`src/rtl/if_fetch_stage.sv`:
```
// Instruction-fetch stage: owns the PC and fetches one instruction at a time over a req/ack port.
// Optional feature macro: IF_MISALIGN_CHECK_EN (aligns redirect targets, flags misaligned ones).
module if_fetch_stage #(
  parameter logic [31:0] RESET_PC = 32'h0000_0000
) (
  input  logic        clk,
  input  logic        resetn,
  input  logic        pause,
  input  logic        i_redirect_valid,
  input  logic [31:0] i_redirect_pc,
  output logic        o_imem_req,
  output logic [31:0] o_imem_addr,
  input  logic        i_imem_ack,
  input  logic [31:0] i_imem_rdata,
  output logic        o_if_valid,
  output logic [31:0] o_if_pc,
  output logic [31:0] o_if_instr,
  output logic        o_if_misalign
);

  typedef enum logic [1:0] {
    IDLE  = 2'd0,
    FETCH = 2'd1,
    HOLD  = 2'd2,
    DROP  = 2'd3
  } state_t;

  state_t      state;
  state_t      state_next;
  logic [31:0] pc_q;
  logic [31:0] pc_next;
  logic [31:0] pend_q;
  logic [31:0] pend_next;
  logic [31:0] instr_q;
  logic [31:0] instr_next;
  logic [31:0] tgt;

`ifdef IF_MISALIGN_CHECK_EN
  logic misalign_q;
  logic misalign_next;

  assign tgt           = {i_redirect_pc[31:2], 2'b00};
  assign misalign_next = i_redirect_valid && (i_redirect_pc[1:0] != 2'b00);

  always_ff @(posedge clk or negedge resetn) begin
    if (!resetn) begin
      misalign_q <= 1'b0;
    end else begin
      misalign_q <= misalign_next;
    end
  end

  assign o_if_misalign = misalign_q;
`else
  assign tgt           = i_redirect_pc;
  assign o_if_misalign = 1'b0;
`endif

  always_ff @(posedge clk or negedge resetn) begin
    if (!resetn) begin
      state   <= IDLE;
      pc_q    <= RESET_PC;
      pend_q  <= RESET_PC;
      instr_q <= 32'h0;
    end else begin
      state   <= state_next;
      pc_q    <= pc_next;
      pend_q  <= pend_next;
      instr_q <= instr_next;
    end
  end

  always_comb begin
    state_next = state;
    pc_next    = pc_q;
    pend_next  = pend_q;
    instr_next = instr_q;
    unique case (state)
      IDLE: begin
        state_next = FETCH;
        if (i_redirect_valid) begin
          pc_next = tgt;
        end
      end
      FETCH: begin
        if (i_redirect_valid) begin
          // Without ack the address must stay put, so the target waits in pend_q.
          if (i_imem_ack) begin
            pc_next = tgt;
          end else begin
            pend_next  = tgt;
            state_next = DROP;
          end
        end else if (i_imem_ack) begin
          instr_next = i_imem_rdata;
          state_next = HOLD;
        end
      end
      HOLD: begin
        if (i_redirect_valid) begin
          pc_next    = tgt;
          state_next = FETCH;
        end else if (!pause) begin
          pc_next    = pc_q + 32'd4;
          state_next = FETCH;
        end
      end
      DROP: begin
        if (i_redirect_valid) begin
          pend_next = tgt;
        end
        if (i_imem_ack) begin
          pc_next    = i_redirect_valid ? tgt : pend_q;
          state_next = FETCH;
        end
      end
      default: begin
        state_next = IDLE;
      end
    endcase
  end

  assign o_imem_req  = (state == FETCH) || (state == DROP);
  assign o_imem_addr = pc_q;
  assign o_if_valid  = (state == HOLD);
  assign o_if_pc     = pc_q;
  assign o_if_instr  = (state == HOLD) ? instr_q : 32'h0;

endmodule

```
`config.mk`:
```
export PLATFORM = sky130hd
export DESIGN_NAME = if_fetch_stage
export DESIGN_NICKNAME = d
export VERILOG_FILES = /design/src/rtl/if_fetch_stage.sv
export SDC_FILE = /design/constraint.sdc
export NUM_CORES = 1
export LEC_CHECK = 0
export ABC_AREA = 1
export BUFFER_PORTS_ARGS = -buffer_cell sky130_fd_sc_hd__buf_2
export CORE_MARGIN = 8
export CORE_UTILIZATION = 35
export CTS_CLUSTER_DIAMETER = 30
export DETAILED_ROUTE_END_ITERATION = 10
export GPL_TIMING_DRIVEN = 0
export MAX_ROUTING_LAYER = met4
export SETUP_SLACK_MARGIN = 0.1
export SLEW_MARGIN = 15
export SYNTH_ARGS = -nofsm -noshare
export SYNTH_HDL_FRONTEND = slang
export SYNTH_SLANG_ARGS = --single-unit
```
`constraint.sdc`:
```
create_clock -name clk -period 3.32 [get_ports clk]
set_input_delay 0.498 -clock clk [delete_from_list [all_inputs] [get_ports clk]]
set_output_delay 0.498 -clock clk [all_outputs]
set_load 0.01 [all_outputs]
```
After elaboration in Yosys (flattened, before gate mapping)
Cells that the tools add are included.
{"block": "totals", "ff_bits": 98, "latch_bits": 0, "ramBits": 0, "mem_bits_ro": 0, "input_bits": 69, "output_inout_bits": 99, "word_cells": 43, "mem_count": 0}
{"block": "classes", "n_addsub": 1, "n_mul": 0, "n_div": 0, "magnitude_cmp": 0, "n_eq_ne": 11, "shifts": 0, "muxes": 19, "n_bitwise": 1, "n_reduce_logical": 7}
{"op": "32-bit two-way mux", "n": 10}
{"op": "32-bit case mux with 4 select lines", "n": 1}
{"op": "32-bit case mux with 2 select lines", "n": 1}
{"op": "32-bit by 3-bit adder with 32-bit output (second input constant)", "n": 1}
{"op": "2-bit two-way mux", "n": 6}
{"op": "2-bit != test (second input constant)", "n": 5}
{"op": "3-bit != test (second input constant)", "n": 3}
{"op": "2-bit case mux with 4 select lines", "n": 1}
{"op": "3-bit AND reduction", "n": 2}
{"op": "5-bit AND reduction", "n": 1}
{"op": "2-bit equality test (second input constant)", "n": 2}
{"op": "4-bit AND reduction", "n": 1}
{"op": "2-bit by 1-bit equality test with 1-bit output (second input constant)", "n": 1}
{"op": "2-bit zero test", "n": 1}
{"op": "2-bit nonzero test", "n": 1}
{"op": "1-bit logical OR", "n": 1}
{"op": "1-bit inverter", "n": 1}

Logic depth before layout (Yosys ltp)
{"block": "logic_depth", "depth_word": 4, "ltp_mapped": 12, "depth_no_buf": 12}

Worst setup path after synthesis
Ideal clock, no wire load.
{"block": "synth_path", "path_kind": "flip-flop to flip-flop", "startpoint": "register pc_q[2], in the netlist o_if_pc[2]", "endpoint": "register pc_q[16], in the netlist o_if_pc[16]", "setup_ns": 0.077, "arrival_time_ns": 1.564, "t_required_ns": 3.243, "slack_ns": 1.678, "stages_incl_launch_ff": 11, "synth_period_minus_slack_ns": 1.642, "path_cell_list": "dfrtp_1 ha_1 nand2_1 nor2_1 nand2_1 nor2_4 xor2_1 nand2_1 nand2_1 nand2_1 a21oi_1"}
{"block": "synth_via", "elab_chain_len": 4}
{"element": "start, declared", "line_no": "30", "rtl": "logic [31:0] pc_q;"}
{"element": "start signal, assigned", "line_no": "67", "rtl": "pc_q <= pc_next;"}
{"element": "32-bit by 3-bit adder with 32-bit output", "line_no": "104", "rtl": "pc_next = pc_q + 32'd4;"}
{"element": "32-bit two-way mux", "line_no": "103", "rtl": "end else if (!pause) begin"}
{"element": "32-bit two-way mux", "line_no": "100", "rtl": "if (i_redirect_valid) begin"}
{"element": "32-bit case mux with 4 select lines", "line_no": "78", "rtl": "unique case (state)"}
Every way passes these cells. The select of a mux whose other input is x is not followed.
A chain may end at the register's enable or synchronous reset.

Worst setup path after layout
{"block": "layout_path", "startpoint": "register state[1]", "endpoint": "output port o_if_instr[20]"}
{"block": "layout_via", "elab_chain_len": 2}
{"element": "start, declared", "line_no": "28", "rtl": "state_t state;"}
{"element": "start signal, assigned", "line_no": "66", "rtl": "state <= state_next;"}
{"element": "2-bit equality test", "line_no": "127", "rtl": "assign o_if_instr = (state == HOLD) ? instr_q : 32'h0;"}
{"element": "32-bit two-way mux", "line_no": "127"}
{"element": "end, declared", "line_no": "17", "rtl": "output logic [31:0] o_if_instr,"}
Every way passes these cells.

==> impl_metrics.json <==
{
  "fin_cells": 1317,
  "maxCapViolCount": 0,
  "antenna_found_initial": 2,
  "clock_sinks": 98,
  "req_time_crit_path_ns": 2.82,
  "syn2layout_area_growth_pct": 23.6,
  "cts.clk_slew.worst_paths_ns": 0.07,
  "avgViaCountPerCell": 4.89,
  "route.detailed.wl_per_inst_um": 15.7,
  "path_max_fanout": 10,
  "grt_pass1_wl_um": 33400,
  "synth_top_cell_by_area": "dfrtp_1",
  "cp_data_arrival_time_ns": 1.72,
  "worstSkewPairLatency_ns": 0.35,
  "tritoncts": "done",
  "postCtsSetupBuffers": 0,
  "cts.path.max_buffers": 2,
  "number_of_flops_mapped_to_enable_cells_by_yosys": 0,
  "postSynth.asyncResetShare_pct": 100,
  "grt_start_max_net_pins": 72,
  "design.die.area_mm2": 0.0222,
  "fin_crit_ns": 2.22,
  "mean_area_per_synthesized_cell_um2": 6.81,
  "post_cts_hold_buffer_count": 0,
  "worst-r2r-cell-count": 11,
  "numPortBuffers": 165,
  "floorplan.die.height_um": 149,
  "syn_area_mm2": 0.00619,
  "initial_drt_markers": 512,
  "fp-row-count": 48,
  "leakagePower_nw": 3.94,
  "starting_density_of_the_core_pct": 35.8,
  "startpoint_type_of_the_worst_setup_path": "flop",
  "synth.ff_latch_count": 98,
  "hold_path.class": "primary input to asynchronous set/reset pin",
  "hpwl_um": 15700,
  "layout.filler_cells": 1854,
  "power_density_mw_per_mm2": 764,
  "final_layout_size_suffix_gt1_share_pct": 23.2,
  "nNetsFinal": 1156,
  "gp_congestion": 0.870,
  "ys_warn_count": 0,
  "coreArea_mm2": 0.0173,
  "tritoncts.num_buffers": 9,
  "p_total_mw": 5.85,
  "worst_pin_slew_ns": 0.732,
  "share_of_synthesized_area_occupied_by_flip_flops_and_latches_pct": 39.6,
  "relSlewSlack_pct": 51.2,
  "cts_root_buf": "clkbuf_16",
  "detail_route.first_pass.iterations": 6,
  "synth_fp_nets": 979,
  "timing.final.setup_violations": 0,
  "total_gr_overflow": 0,
  "hold_violations": 0,
  "cell_count_after_synthesis": 909,
  "ctsResizeCount": 0,
  "finClkSkew_ns": 0.00755,
  "ys_top_cells_by_area": "dfrtp_1 40%, nand2_1 17%, nor2_1 7.8%",
  "critical_path_class": "flop to output port",
  "postRouteWirelength_um": 20700,
  "setup_tns_ns": 0,
  "antenna_violating_nets_post_route": 0,
  "global_route.usage.total_pct": 19.4,
  "floorplan.io_pins": 168,
  "slew_viol_final": 0,
  "unrepaired_setup_endpoints_after_global_routing": "false",
  "power.ir.vdd_worst_mv": 0.357,
  "ys_types": 34,
  "placed_cells_incl_taps": 1300,
  "post-synth-top-area-fraction_pct": 39.6,
  "timing.fmax_mhz": 451,
  "via_count_of_the_first_global_routing_pass": 6447,
  "h-tree-depth": 3,
  "worstSetupEndpointType": "output port",
  "vias": 6442,
  "drc": 0,
  "status": "complete, no violations",
  "finalCritPeriodShare_pct": 66.8,
  "chipWidth_um": 149,
  "synth_top_flop_cell": "dfrtp_1"
}
==> layout by cell type, fill, tap and decap left out, types with 23 or more instances in the layout <==
master    instances
o21ai_0          60
inv_1            89
buf_4            38
nand2_1         275
nand3_1          23
buf_2           180
clkbuf_1         23
a21oi_1          61
dfrtp_1          98
nor2_1          128
==> worst paths after layout <==
path                                   from              to  slack, ns
max                                state[1]  o_if_instr[20]       1.10
min                                  resetn     o_if_pc[12]       0.01
max reg2reg                      o_if_pc[2]     o_if_pc[24]       1.27
min reg2reg                      pend_q[28]      pend_q[28]       0.49
max in group asynchronous            resetn      instr_q[7]       2.65
min in group clk           i_imem_rdata[10]     instr_q[10]       0.35
==> final cells by class <==
type	count	area, um2	share of cell area [%]
Tap cell	225	282	3.68
Buffer	78	463	6.05
Multi-Input combinational cell	638	2920	38.1
Inverter	95	357	4.66
Timing Repair Buffer	166	860	11.2
Clock buffer	10	239	3.12
Antenna cell	2	5.00	0.0654
Clock inverter	5	78.8	1.03
Sequential cell	98	2450	32.0
==> per-stage QoR <==
stage	instance area (um2)	utilization, %	worst slack, ns	hold WS (ns)
floorplan	6190	-	1.68	0.202
global placement	7300	42.2	0.614	0.468
detailed placement	7330	42.4	1.30	0.394
CTS	7650	44.2	1.09	0.0131
global route	7660	44.3	1.01	0.0127
finish	7660	44.3	1.10	0.0105
==> worst max-delay path, cell delays in order, from the launching register on <==
cell and delay, ns:
dfrtp_1 0.36, buf_4 0.16, nand2_2 0.19, clkbuf_1 0.39, nor2_1 0.10, buf_2 0.16
==> power breakdown <==
part / internal (mW) / switching (mW) / total, mW
Clock: 0.676 / 0.479 / 1.16
Combinational: 1.06 / 1.47 / 2.53
Sequential: 1.70 / 0.472 / 2.17
==> logic make-up after synthesis <==
family / Yosys count / share of synthesized area (%)
AOI/OAI and AO/OA: 166 / 16.1
xor gates and xnor gates: 4 / 0.566
adders and majority gates: 1 / 0.202
buffers and inverters: 173 / 13.2
DFF: 98 / 39.6
other: 1 / 0.0606
and+or+nand+nor: 466 / 30.2
==> flip-flops by register name (all words and copies together) (netlist names) <==
register / count
instr_q: 32
o_if_pc: 32
pend_q: 32
state: 2
==> Yosys cell counts (2+ instances only) <==
cell,n
nand2_1,275
nor2_1,128
dfrtp_1,98
inv_1,89
a21oi_1,61
o21ai_0,60
buf_4,38
clkbuf_1,23
nand3_1,23
a221o_1,21
nor3_1,21
buf_2,16
a22oi_1,8
inv_2,6
a211oi_1,5
nand3b_1,5
a31oi_1,4
nand2_2,4
nor2_2,4
nor2_4,3
xor2_1,3
and2_1,2
==> per-layer routing <==
metal	part of all wire (%)	GRT usage, %	vias up
met5	0	-	-
met4	1.9	5.40	0
met3	7.7	4.52	26
met2	45	31.0	264
met1	46	24.2	2918
li1	-	-	3234
(Power assumes the default switching activity.)
